## src/rtl/viterbi_pkg.sv

```systemverilog
// viterbi_pkg
//   Shared definitions for the K=3, rate-1/2 convolutional code with
//   generators 7 (111) and 5 (101) octal. Used by the companion encoder2
//   and by viterbi_k3_decoder so both ends agree on the code.
//
//   Contents:
//     K, NUM_STATES   constraint length and trellis state count
//     G0, G1          generator taps applied to {u, p1, p0}
//     state_t         encoder state {p1, p0}; p1 = previous info bit
//     exp_symbol()    channel symbol {c1, c0} emitted from state p on input u
package viterbi_pkg;

   localparam int         K          = 3;
   localparam int         NUM_STATES = 4;
   localparam logic [2:0] G0         = 3'b111;
   localparam logic [2:0] G1         = 3'b101;

   typedef logic [1:0] state_t;

   // The shift register is {u, p1, p0}; each output bit is the parity of the
   // taps selected by its generator.
   function automatic logic [1:0] exp_symbol(state_t p, logic u);
      logic [2:0] sr;
      sr = {u, p};
      return {^(sr & G0), ^(sr & G1)};
   endfunction

endpackage

```

## src/rtl/viterbi_acs.sv

```systemverilog
// viterbi_acs
//   Compare-select stage for one trellis state. The two candidate metrics
//   arrive already added (predecessor metric + branch metric).
//
//   Ports:
//     cand0_in      candidate through the predecessor with p0 = 0
//     cand1_in      candidate through the predecessor with p0 = 1
//     metric_out    surviving (smaller) candidate
//     decision_out  1 when the p0 = 1 predecessor survives
module viterbi_acs
   import viterbi_pkg::*;
#(
   parameter int MW = 6
) (
   input  logic [MW-1:0] cand0_in,
   input  logic [MW-1:0] cand1_in,
   output logic [MW-1:0] metric_out,
   output logic          decision_out
);

   // Strict less-than so a tie keeps the p0 = 0 predecessor.
   always_comb begin
      decision_out = (cand1_in < cand0_in);
      metric_out   = decision_out ? cand1_in : cand0_in;
   end

endmodule

```

## src/rtl/viterbi_k3_decoder.sv

```systemverilog
// viterbi_k3_decoder
//   Hard-decision Viterbi decoder for the K=3 (7,5) rate-1/2 code. Runs a
//   4-state add-compare-select with Hamming branch metrics, keeps survivors
//   by register exchange and emits one decoded bit per symbol once the
//   survivors are TB_DEPTH symbols deep.
//
//   Parameters:
//     TB_DEPTH  survivor length / decision depth in symbols (4..64)
//     MW        path-metric width in bits
//
//   Ports:
//     clk          rising-edge clock
//     rst          asynchronous, active-low reset
//     enable       d_in holds a valid symbol this cycle
//     d_in         received symbol: [1] = G0 (111) bit, [0] = G1 (101) bit
//     d_out        registered decoded bit (holds while enable is low)
//     d_out_valid  d_out was updated with a real decision this cycle
//     err_cnt      (only with VITERBI_ERR_CNT_EN) saturating sum of the
//                  best-metric increments, an estimate of corrected bit errors
//
//   Optional feature macro: VITERBI_ERR_CNT_EN
module viterbi_k3_decoder
   import viterbi_pkg::*;
#(
   parameter int TB_DEPTH = 16,
   parameter int MW       = 6
) (
   input  logic        clk,
   input  logic        rst,
   input  logic        enable,
   input  logic [1:0]  d_in,
`ifdef VITERBI_ERR_CNT_EN
   output logic [15:0] err_cnt,
`endif
   output logic        d_out,
   output logic        d_out_valid
);

   localparam int            CW       = $clog2(TB_DEPTH);
   localparam logic [MW-1:0] PM_MAX   = '1;
   localparam logic [MW-1:0] PM_INIT  = {1'b0, {(MW-1){1'b1}}};
   localparam logic [CW-1:0] FILL_MAX = CW'(TB_DEPTH - 1);

   logic [MW-1:0]       pm_q      [NUM_STATES];
   logic [MW-1:0]       pm_d      [NUM_STATES];
   logic [MW-1:0]       pm_next   [NUM_STATES];
   logic [TB_DEPTH-1:0] surv_q    [NUM_STATES];
   logic [TB_DEPTH-1:0] surv_d    [NUM_STATES];
   logic [TB_DEPTH-1:0] surv_next [NUM_STATES];
   logic [MW-1:0]       acs_metric[NUM_STATES];
   logic                acs_dec   [NUM_STATES];
   logic [CW-1:0]       fill_q, fill_d;
   logic                d_out_q, d_out_d;
   logic                d_out_valid_q, d_out_valid_d;
   logic [MW-1:0]       min_raw;
   state_t              best;

   function automatic logic [1:0] branch_metric(state_t p, logic u, logic [1:0] sym);
      logic [1:0] diff;
      diff = exp_symbol(p, u) ^ sym;
      return {1'b0, diff[1]} + {1'b0, diff[0]};
   endfunction

   function automatic logic [MW-1:0] sat_add(logic [MW-1:0] pm, logic [1:0] bm);
      logic [MW:0] sum;
      sum = {1'b0, pm} + {{(MW-1){1'b0}}, bm};
      return sum[MW] ? PM_MAX : sum[MW-1:0];
   endfunction

   // New state {a, b} is reached from {b, 0} and {b, 1} by shifting in a.
   for (genvar ns = 0; ns < NUM_STATES; ns++) begin : g_acs
      localparam state_t PRED0 = state_t'(2 * (ns % 2));
      localparam state_t PRED1 = state_t'(2 * (ns % 2) + 1);
      localparam logic   U     = ((ns / 2) == 1);

      logic [MW-1:0] cand0, cand1;

      assign cand0 = sat_add(pm_q[PRED0], branch_metric(PRED0, U, d_in));
      assign cand1 = sat_add(pm_q[PRED1], branch_metric(PRED1, U, d_in));

      viterbi_acs #(.MW(MW)) u_acs (
         .cand0_in    (cand0),
         .cand1_in    (cand1),
         .metric_out  (acs_metric[ns]),
         .decision_out(acs_dec[ns])
      );

      assign pm_next[ns]   = acs_metric[ns] - min_raw;
      assign surv_next[ns] = {(acs_dec[ns] ? surv_q[PRED1][TB_DEPTH-2:0]
                                           : surv_q[PRED0][TB_DEPTH-2:0]), U};
   end

   // Lowest new metric wins; scanning upward with strict less-than gives
   // ties to the lowest state index.
   always_comb begin
      min_raw = acs_metric[0];
      best    = '0;
      for (int s = 1; s < NUM_STATES; s++) begin
         if (acs_metric[s] < min_raw) begin
            min_raw = acs_metric[s];
            best    = state_t'(s);
         end
      end
   end

   always_comb begin
      pm_d          = pm_q;
      surv_d        = surv_q;
      fill_d        = fill_q;
      d_out_d       = d_out_q;
      d_out_valid_d = 1'b0;
      if (enable) begin
         pm_d          = pm_next;
         surv_d        = surv_next;
         d_out_d       = surv_next[best][TB_DEPTH-1];
         d_out_valid_d = (fill_q == FILL_MAX);
         if (fill_q != FILL_MAX) begin
            fill_d = fill_q + 1'b1;
         end
      end
   end

   // State 0 starts at zero and the others at half range, so decoding
   // assumes the encoder began in state 00.
   always_ff @(posedge clk or negedge rst) begin
      if (!rst) begin
         for (int s = 0; s < NUM_STATES; s++) begin
            pm_q[s]   <= (s == 0) ? '0 : PM_INIT;
            surv_q[s] <= '0;
         end
         fill_q        <= '0;
         d_out_q       <= 1'b0;
         d_out_valid_q <= 1'b0;
      end else begin
         pm_q          <= pm_d;
         surv_q        <= surv_d;
         fill_q        <= fill_d;
         d_out_q       <= d_out_d;
         d_out_valid_q <= d_out_valid_d;
      end
   end

   assign d_out       = d_out_q;
   assign d_out_valid = d_out_valid_q;

`ifdef VITERBI_ERR_CNT_EN
   logic [15:0] err_cnt_q, err_cnt_d;
   logic [16:0] err_sum;

   // Stored metrics are normalised so the previous best is 0; the raw
   // minimum is therefore exactly the increase of the best path metric.
   always_comb begin
      err_sum   = {1'b0, err_cnt_q} + 17'(min_raw);
      err_cnt_d = err_cnt_q;
      if (enable) begin
         err_cnt_d = err_sum[16] ? 16'hFFFF : err_sum[15:0];
      end
   end

   always_ff @(posedge clk or negedge rst) begin
      if (!rst) begin
         err_cnt_q <= '0;
      end else begin
         err_cnt_q <= err_cnt_d;
      end
   end

   assign err_cnt = err_cnt_q;
`endif

endmodule

```

## config.mk

```make
export PLATFORM = sky130hd
export DESIGN_NAME = viterbi_k3_decoder
export DESIGN_NICKNAME = d
export VERILOG_FILES = /design/src/rtl/viterbi_pkg.sv /design/src/rtl/viterbi_acs.sv /design/src/rtl/viterbi_k3_decoder.sv
export SDC_FILE = /design/constraint.sdc
export NUM_CORES = 1
export LEC_CHECK = 0
export CORE_MARGIN = 2
export CORE_UTILIZATION = 50
export DETAILED_ROUTE_END_ITERATION = 12
export HOLD_SLACK_MARGIN = 0.12
export PLACE_DENSITY = 0.67
export SLEW_MARGIN = 15
export SYNTH_ARGS = -nofsm -noshare
export SYNTH_HDL_FRONTEND = slang
export SYNTH_SLANG_ARGS = --single-unit
```

## constraint.sdc

```tcl
create_clock -name clk -period 10.5 [get_ports clk]
set_input_delay 1.575 -clock clk [delete_from_list [all_inputs] [get_ports clk]]
set_output_delay 1.575 -clock clk [all_outputs]
set_load 0.05 [all_outputs]
```

==> flow_metrics.env, run 1 <==
export IMPL_ctsLongestPathBuffers=2
export IMPL_slew_violations=0
export IMPL_cpMostUsedCell="ha_1"
export IMPL_crit_path_end="pm_q[17]$_DFFE_PN0P_"
export IMPL_finalSetupTns_ns=0
export IMPL_tightest_slew_ns=0.7481
export IMPL_cts_repair_resized=0
export IMPL_rsz0062_at_grt="false"
export IMPL_cp_end_kind="register"
export IMPL_htreeDepth=3
export IMPL_grt_pass1_vias=5975
export IMPL_yosys_area_top_type="dfrtp_1"
export IMPL_max_stage_delay_ns=0.42
export IMPL_seq_area_frac_synth_pct=27.98
export IMPL_portBuffers=6
export IMPL_cts_tree="yes"
export IMPL_critPathSlowestCell="clkdlybuf4s50_1"
export IMPL_finalNonFillerCells=1108
export IMPL_design_portCount=7
export IMPL_critical_path_class="in2reg"
export IMPL_die_y_um=127.8
export IMPL_std_cell_rows=45
export IMPL_status="finished clean"
export IMPL_hp_class="reg2reg"
export IMPL_fin_nets=977
export IMPL_cap_violations=0
export IMPL_async_flop_share_pct=100.0
export IMPL_met3_usage_pct=3.965
export IMPL_drtAntennaViolNets=0
export IMPL_hold_viol=0
export IMPL_synth_fp_nets=956
export IMPL_drt_iter0_drc=364
export IMPL_synthTopCellsByArea="dfrtp_1, mux2i_1, ha_1"
export IMPL_avgViaCountPerCell=5.791
export IMPL_grt_max_degree=82
export IMPL_wl_per_cell_um=16.29
export IMPL_layout_drive_gt1_share_pct=17.28
export IMPL_path_clk_slew_ns=0.07
export IMPL_whs_ns=0.4749
export IMPL_synthCells=894
export IMPL_drc=0
export IMPL_grt_overflow=0
export IMPL_grt_use_total_pct=22.82
export IMPL_synth_cell_types=89
export IMPL_finClkSkew_ns=0.008960
export IMPL_avgSynthCellArea_um2=8.578
export IMPL_fin_crit_sh_pct=94.21
export IMPL_cts_sinks=85
export IMPL_startpoint_type="primary input"
export IMPL_grt_use_met2_pct=37.56
export IMPL_yosysWarnings=0
export IMPL_area_growth_pct=10.78
export IMPL_cts_buffers_inserted=9
export IMPL_cp_buffers_inverters=6
export IMPL_synth_seq_cells=85
export IMPL_cp_required_ns=10.74
export IMPL_insertion_delay_ns=0.35
export IMPL_synth_top_area_share_pct=22.84
export IMPL_core_um2=15090
export IMPL_num_vias=6416
export IMPL_insertedDiodeCount=0
export IMPL_multi_input_area_um2=5225
export IMPL_cp_startpoint="d_in[0]"
export IMPL_setup_viol=0
export IMPL_synthFlopType="dfrtp_1"
export IMPL_cts_root_buf="clkbuf_16"
export IMPL_n_fill_cell=1409
export IMPL_final_cell_mix="nor2_1, a21oi_1, mux2i_1, dfrtp_1, ha_1"
export IMPL_initial_core_util_pct=50.82
export IMPL_r2r_slack_ns=2.16
export IMPL_gp_congestion=0.9699
export IMPL_fin_crit_ns=9.892
export IMPL_die_area_um2=16340
export IMPL_netlist_area_um2=7669
export IMPL_grt_pass1_wl_mm=29.84
export IMPL_synth_edf_count=0
export IMPL_cp_depth=41
export IMPL_totalWireLength_mm=18.05
export IMPL_layout_commonest_cell="nor2_1"
export IMPL_regArea_um2=2146
export IMPL_dpl_cell_count=1092
export IMPL_hpwlAfterDp_mm=13.59
export IMPL_r2r_end="pm_q[17]$_DFFE_PN0P_"
export IMPL_busiest_layer="met2"
export IMPL_worstReg2RegStart="pm_q[1]$_DFFE_PN1P_"
export IMPL_cp_top_family="adder cells"
export IMPL_cp_arrival_ns=10.13
export IMPL_dr_pass1_iters=5
export IMPL_max_slew_margin_rel_pct=50.12
export IMPL_cts_hold_buf=0
export IMPL_use_met1_pct=31.04
export IMPL_die_w_um=127.8
export IMPL_post_cts_setup_buffers=0
export IMPL_antenna_found_initial=0
export IMPL_reg2reg_depth=38
export IMPL_crit_fanout=7
export IMPL_fmax_ghz=0.1011
worst min-delay path by stage:
stage / to / startpoint / cells past startpoint
6_report: surv_q[0]$_DFFE_PN0P_ / surv_q[0]$_DFFE_PN0P_ / 1
5_1_grt: surv_q[0]$_DFFE_PN0P_ / surv_q[0]$_DFFE_PN0P_ / 1
4_1_cts: surv_q[0]$_DFFE_PN0P_ / surv_q[0]$_DFFE_PN0P_ / 1
3_5_place_dp: surv_q[0]$_DFFE_PN0P_ / surv_q[0]$_DFFE_PN0P_ / 1
3_3_place_gp: surv_q[0]$_DFFE_PN0P_ / surv_q[0]$_DFFE_PN0P_ / 1
2_1_floorplan: surv_q[0]$_DFFE_PN0P_ / surv_q[0]$_DFFE_PN0P_ / 1
cell families after synthesis:
group	share of synthesized area, %
AOI/OAI and AO/OA	21.86
xor gates and xnor gates	6.167
adders and majority gates	10.41
buffers and inverters	5.123
DFF	27.98
muxes	12.66
and+or+nand+nor	15.79
synth_stat cells (7+ instances only):
cell      instances
a21o_1           13
a21oi_1         106
a31oi_1           9
and2_1            8
and3_1            7
buf_2             8
clkbuf_1         23
dfrtp_1          70
dfstp_2          15
ha_1             57
inv_1            42
mux2_2           20
mux2i_1          72
nand2_1          45
nand3_1          12
nand4_1           9
nor2_1          119
nor2b_1          12
o211ai_1          8
o21a_1            9
o21ai_0          37
or2_2             9
xnor2_1          39
xor2_1           10
per-layer routing:
metal	routed length (µm)	share of wire [%]
met3	577	3.2
met4	346	1.9
met1	8754	49
met5	0	0
met2	8371	46
flip-flops by register name, indices dropped and copies added, names as in the netlist:
register / flops
d_out: 1
d_out_valid: 1
fill_q: 4
pm_q: 24
surv_q: 55
worst reg2reg max path: cells and delay by family (launching register included):
| family | cells | cell delay, ns |
|---|---|---|
| flip-flops | 1 | 0.66 |
| AND/OR/NAND/NOR | 10 | 1.86 |
| buffers and inverters | 4 | 0.36 |
| XOR/XNOR | 2 | 0.44 |
| AO/OA/AOI/OAI | 11 | 1.89 |
| multiplexers | 2 | 0.48 |
| adder cells (fa/ha/maj) | 9 | 2.54 |
area by class of cell:
cell class / instances / area share [%]
Multi-Input combinational cell: 721 / 61.50
Sequential cell: 85 / 25.26
Timing Repair Buffer: 55 / 4.978
Tap cell: 188 / 2.769
Clock buffer: 9 / 2.651
Inverter: 43 / 1.900
Clock inverter: 7 / 0.9426
through the flow:
step                      area, µm²  setup slack (ns)  utilization (%)
after global routing           8496           0.03624            56.30
final                          8496            0.6076            56.30
after floorplan                7669            0.1181                -
after global placement         8099            0.2247            53.67
after CTS                      8404            0.2915            55.70
after detailed placement       8099          0.002362            53.67
Power of run 1 is not shown: default switching activity piles up to over one toggle a cycle in this logic, so the estimate is an artifact.
==> run 2, diff against run 1 <==
--- a/config.mk
+++ b/config.mk
@@ -6,10 +6,10 @@
 export NUM_CORES = 1
 export LEC_CHECK = 0
 export CORE_MARGIN = 2
-export CORE_UTILIZATION = 50
+export CORE_UTILIZATION = 35
 export DETAILED_ROUTE_END_ITERATION = 12
 export HOLD_SLACK_MARGIN = 0.12
-export PLACE_DENSITY = 0.67
+export PLACE_DENSITY = 0.5
 export SLEW_MARGIN = 15
 export SYNTH_ARGS = -nofsm -noshare
 export SYNTH_HDL_FRONTEND = slang
==> run 2 against run 1 <==
  * Critical path depth is 3 higher
  * Clock-buffer cell count grew 3
  * Register-to-register slack better by 0.07 ns
  * Maximum frequency is 1.0% lower
  * First-iteration DRC count down 8.8%
  * Largest cell class unchanged
  * Core utilization down 16 points
  * Worst hold slack better by 0.00098 ns
==> flow_metrics.env, run 2 (synthesized netlist as in run 1, its figures left out) <==
export IMPL_std_cell_rows=54
export IMPL_antenna_found_initial=1
export IMPL_hpwlAfterDp_mm=15.20
export IMPL_wl_per_cell_um=16.42
export IMPL_max_stage_delay_ns=0.48
export IMPL_startpoint_type="primary input"
export IMPL_multi_input_area_um2=5156
export IMPL_max_slew_margin_rel_pct=39.99
export IMPL_grt_pass1_wl_mm=33.15
export IMPL_path_clk_slew_ns=0.07
export IMPL_cp_startpoint="d_in[0]"
export IMPL_avgViaCountPerCell=5.252
export IMPL_cp_end_kind="register"
export IMPL_layout_commonest_cell="nor2_1"
export IMPL_gp_congestion=0.8955
export IMPL_cp_required_ns=10.79
export IMPL_top_regs="surv_q x55, pm_q x24, fill_q x4"
export IMPL_place_area_um2=8342
export IMPL_largest_register="surv_q"
export IMPL_grt_overflow=0
export IMPL_finalNonFillerCells=1218
export IMPL_area_growth_pct=12.78
export IMPL_die_y_um=152.0
export IMPL_largest_reg_flops=55
export IMPL_finClkSkew_ns=0.01100
export IMPL_core_um2=21690
export IMPL_status="finished clean"
export IMPL_worstReg2RegStart="pm_q[1]$_DFFE_PN1P_"
export IMPL_grt_pass1_vias=6253
export IMPL_tightest_slew_ns=0.9001
export IMPL_layout_drive_gt1_share_pct=17.80
export IMPL_hold_viol=0
export IMPL_num_vias=6397
export IMPL_fin_crit_sh_pct=95.19
export IMPL_insertion_delay_ns=0.36
export IMPL_met1_length_mm=10.21
export IMPL_ctsLongestPathBuffers=2
export IMPL_htreeDepth=3
export IMPL_drt_iter0_drc=332
export IMPL_dr_pass1_iters=5
export IMPL_grt_max_degree=81
export IMPL_fin_crit_ns=9.995
export IMPL_postLayoutCellArea_um2=8648
export IMPL_initial_core_util_pct=35.36
export IMPL_grt_use_total_pct=17.59
export IMPL_critical_path_class="in2reg"
export IMPL_fmax_ghz=0.1001
export IMPL_regArea_um2=2146
export IMPL_n_fill_cell=2221
export IMPL_drtAntennaViolNets=0
export IMPL_routed_wl_met2_mm=8.933
export IMPL_dr_max_layer_used="met5"
export IMPL_dpl_cell_count=1201
export IMPL_min_from="surv_q[0]$_DFFE_PN0P_"
export IMPL_cts_root_buf="clkbuf_16"
export IMPL_die_w_um=152.0
export IMPL_cts_sinks=85
export IMPL_cpMostUsedCell="ha_1"
export IMPL_totalWireLength_mm=20.01
export IMPL_setup_viol=0
export IMPL_cts_tree="yes"
export IMPL_drc=0
export IMPL_fin_nets=995
export IMPL_insertedDiodeCount=0
export IMPL_cp_arrival_ns=10.28
export IMPL_cap_violations=0
export IMPL_die_area_um2=23110
export IMPL_crit_fanout=10
export IMPL_design_portCount=7
export IMPL_met3_length_um=473
export IMPL_final_cell_mix="nor2_1, a21oi_1, mux2i_1"
export IMPL_hp_class="reg2reg"
export IMPL_critPathSlowestCell="clkdlybuf4s50_1"
export IMPL_slew_violations=0
export IMPL_cts_buffers_inserted=9
export IMPL_portBuffers=6
-- run 2: cell types whose count changed in the layout (fill, tap and decap cells not counted), sizes merged --
cell	before	now
buf	51	69
bufinv	1	0
clkbuf	9	12
clkinv	4	2
clkinvlp	0	1
inv	45	44
-- run 2: path summary, 6_finish.rpt --
kind,to,slack [ns],depth (start not counted)
min in group asynchronous,d_out$_DFFE_PN0P_,1.08,1
worst min-delay path,surv_q[0]$_DFFE_PN0P_,0.48,1
worst min register to register,surv_q[0]$_DFFE_PN0P_,0.48,1
worst max register to register,pm_q[23]$_DFFE_PN0P_,2.23,39
max in group asynchronous,pm_q[19]$_DFFE_PN0P_,8.23,2
worst max-delay path,pm_q[23]$_DFFE_PN0P_,0.51,44
-- run 2: timing repair --
item / 4_1_cts / 5_1_grt
setup buffers: 0 / 1
setup endpoints to repair: 0 / 9
hold buffers: 0 / 0
gates resized for setup: 0 / 7
-- run 2: metal layers --
layer | up-vias | track usage, %
met2 | 75 | 27.91
met1 | 3008 | 25.04
met4 | 2 | 4.628
li1 | 3285 | -
met5 | - | 0
met3 | 27 | 2.681
-- run 2: per-stage QoR --
step	utilization [%]	hold slack (ns)	setup WS, ns	setup TNS [ns]
after floorplan	-	0.4394	0.1181	0
after global placement	38.46	0.4557	0.1647	0
after detailed placement	38.46	0.4567	0.001006	0
after CTS	39.74	0.4798	0.3427	0
after global routing	39.88	0.5175	-0.01952	-0.03188
final	39.88	0.4759	0.5053	0
-- run 2: area by class of cell --
| type | instances | area share (%) |
|---|---|---|
| multi-input cells | 721 | 59.62 |
| flip-flops and latches | 85 | 24.81 |
| repair buffers | 73 | 6.453 |
| well taps | 280 | 4.051 |
| clock buffers | 12 | 2.850 |
| inverters | 43 | 1.866 |
| clock inverters | 4 | 0.3472 |
-- run 2: critical path: cells and delay by family --
family | cells | cell delay [ns]
AO/OA/AOI/OAI | 14 | 2.26
adder cells (fa/ha/maj) | 7 | 2.08
buffers and inverters | 9 | 1.53
multiplexers | 3 | 0.89
AND/OR/NAND/NOR | 11 | 1.92
Power of run 2 is left out for the same reason.
==> run 3, diff against run 2 <==
--- a/config.mk
+++ b/config.mk
@@ -10,7 +10,6 @@
 export DETAILED_ROUTE_END_ITERATION = 12
 export HOLD_SLACK_MARGIN = 0.12
 export PLACE_DENSITY = 0.5
-export SLEW_MARGIN = 15
 export SYNTH_ARGS = -nofsm -noshare
 export SYNTH_HDL_FRONTEND = slang
 export SYNTH_SLANG_ARGS = --single-unit
==> results of run 3 <==
Final layout, timing and power as in run 2 (identical DEF).
Power of run 3 is left out for the same reason.
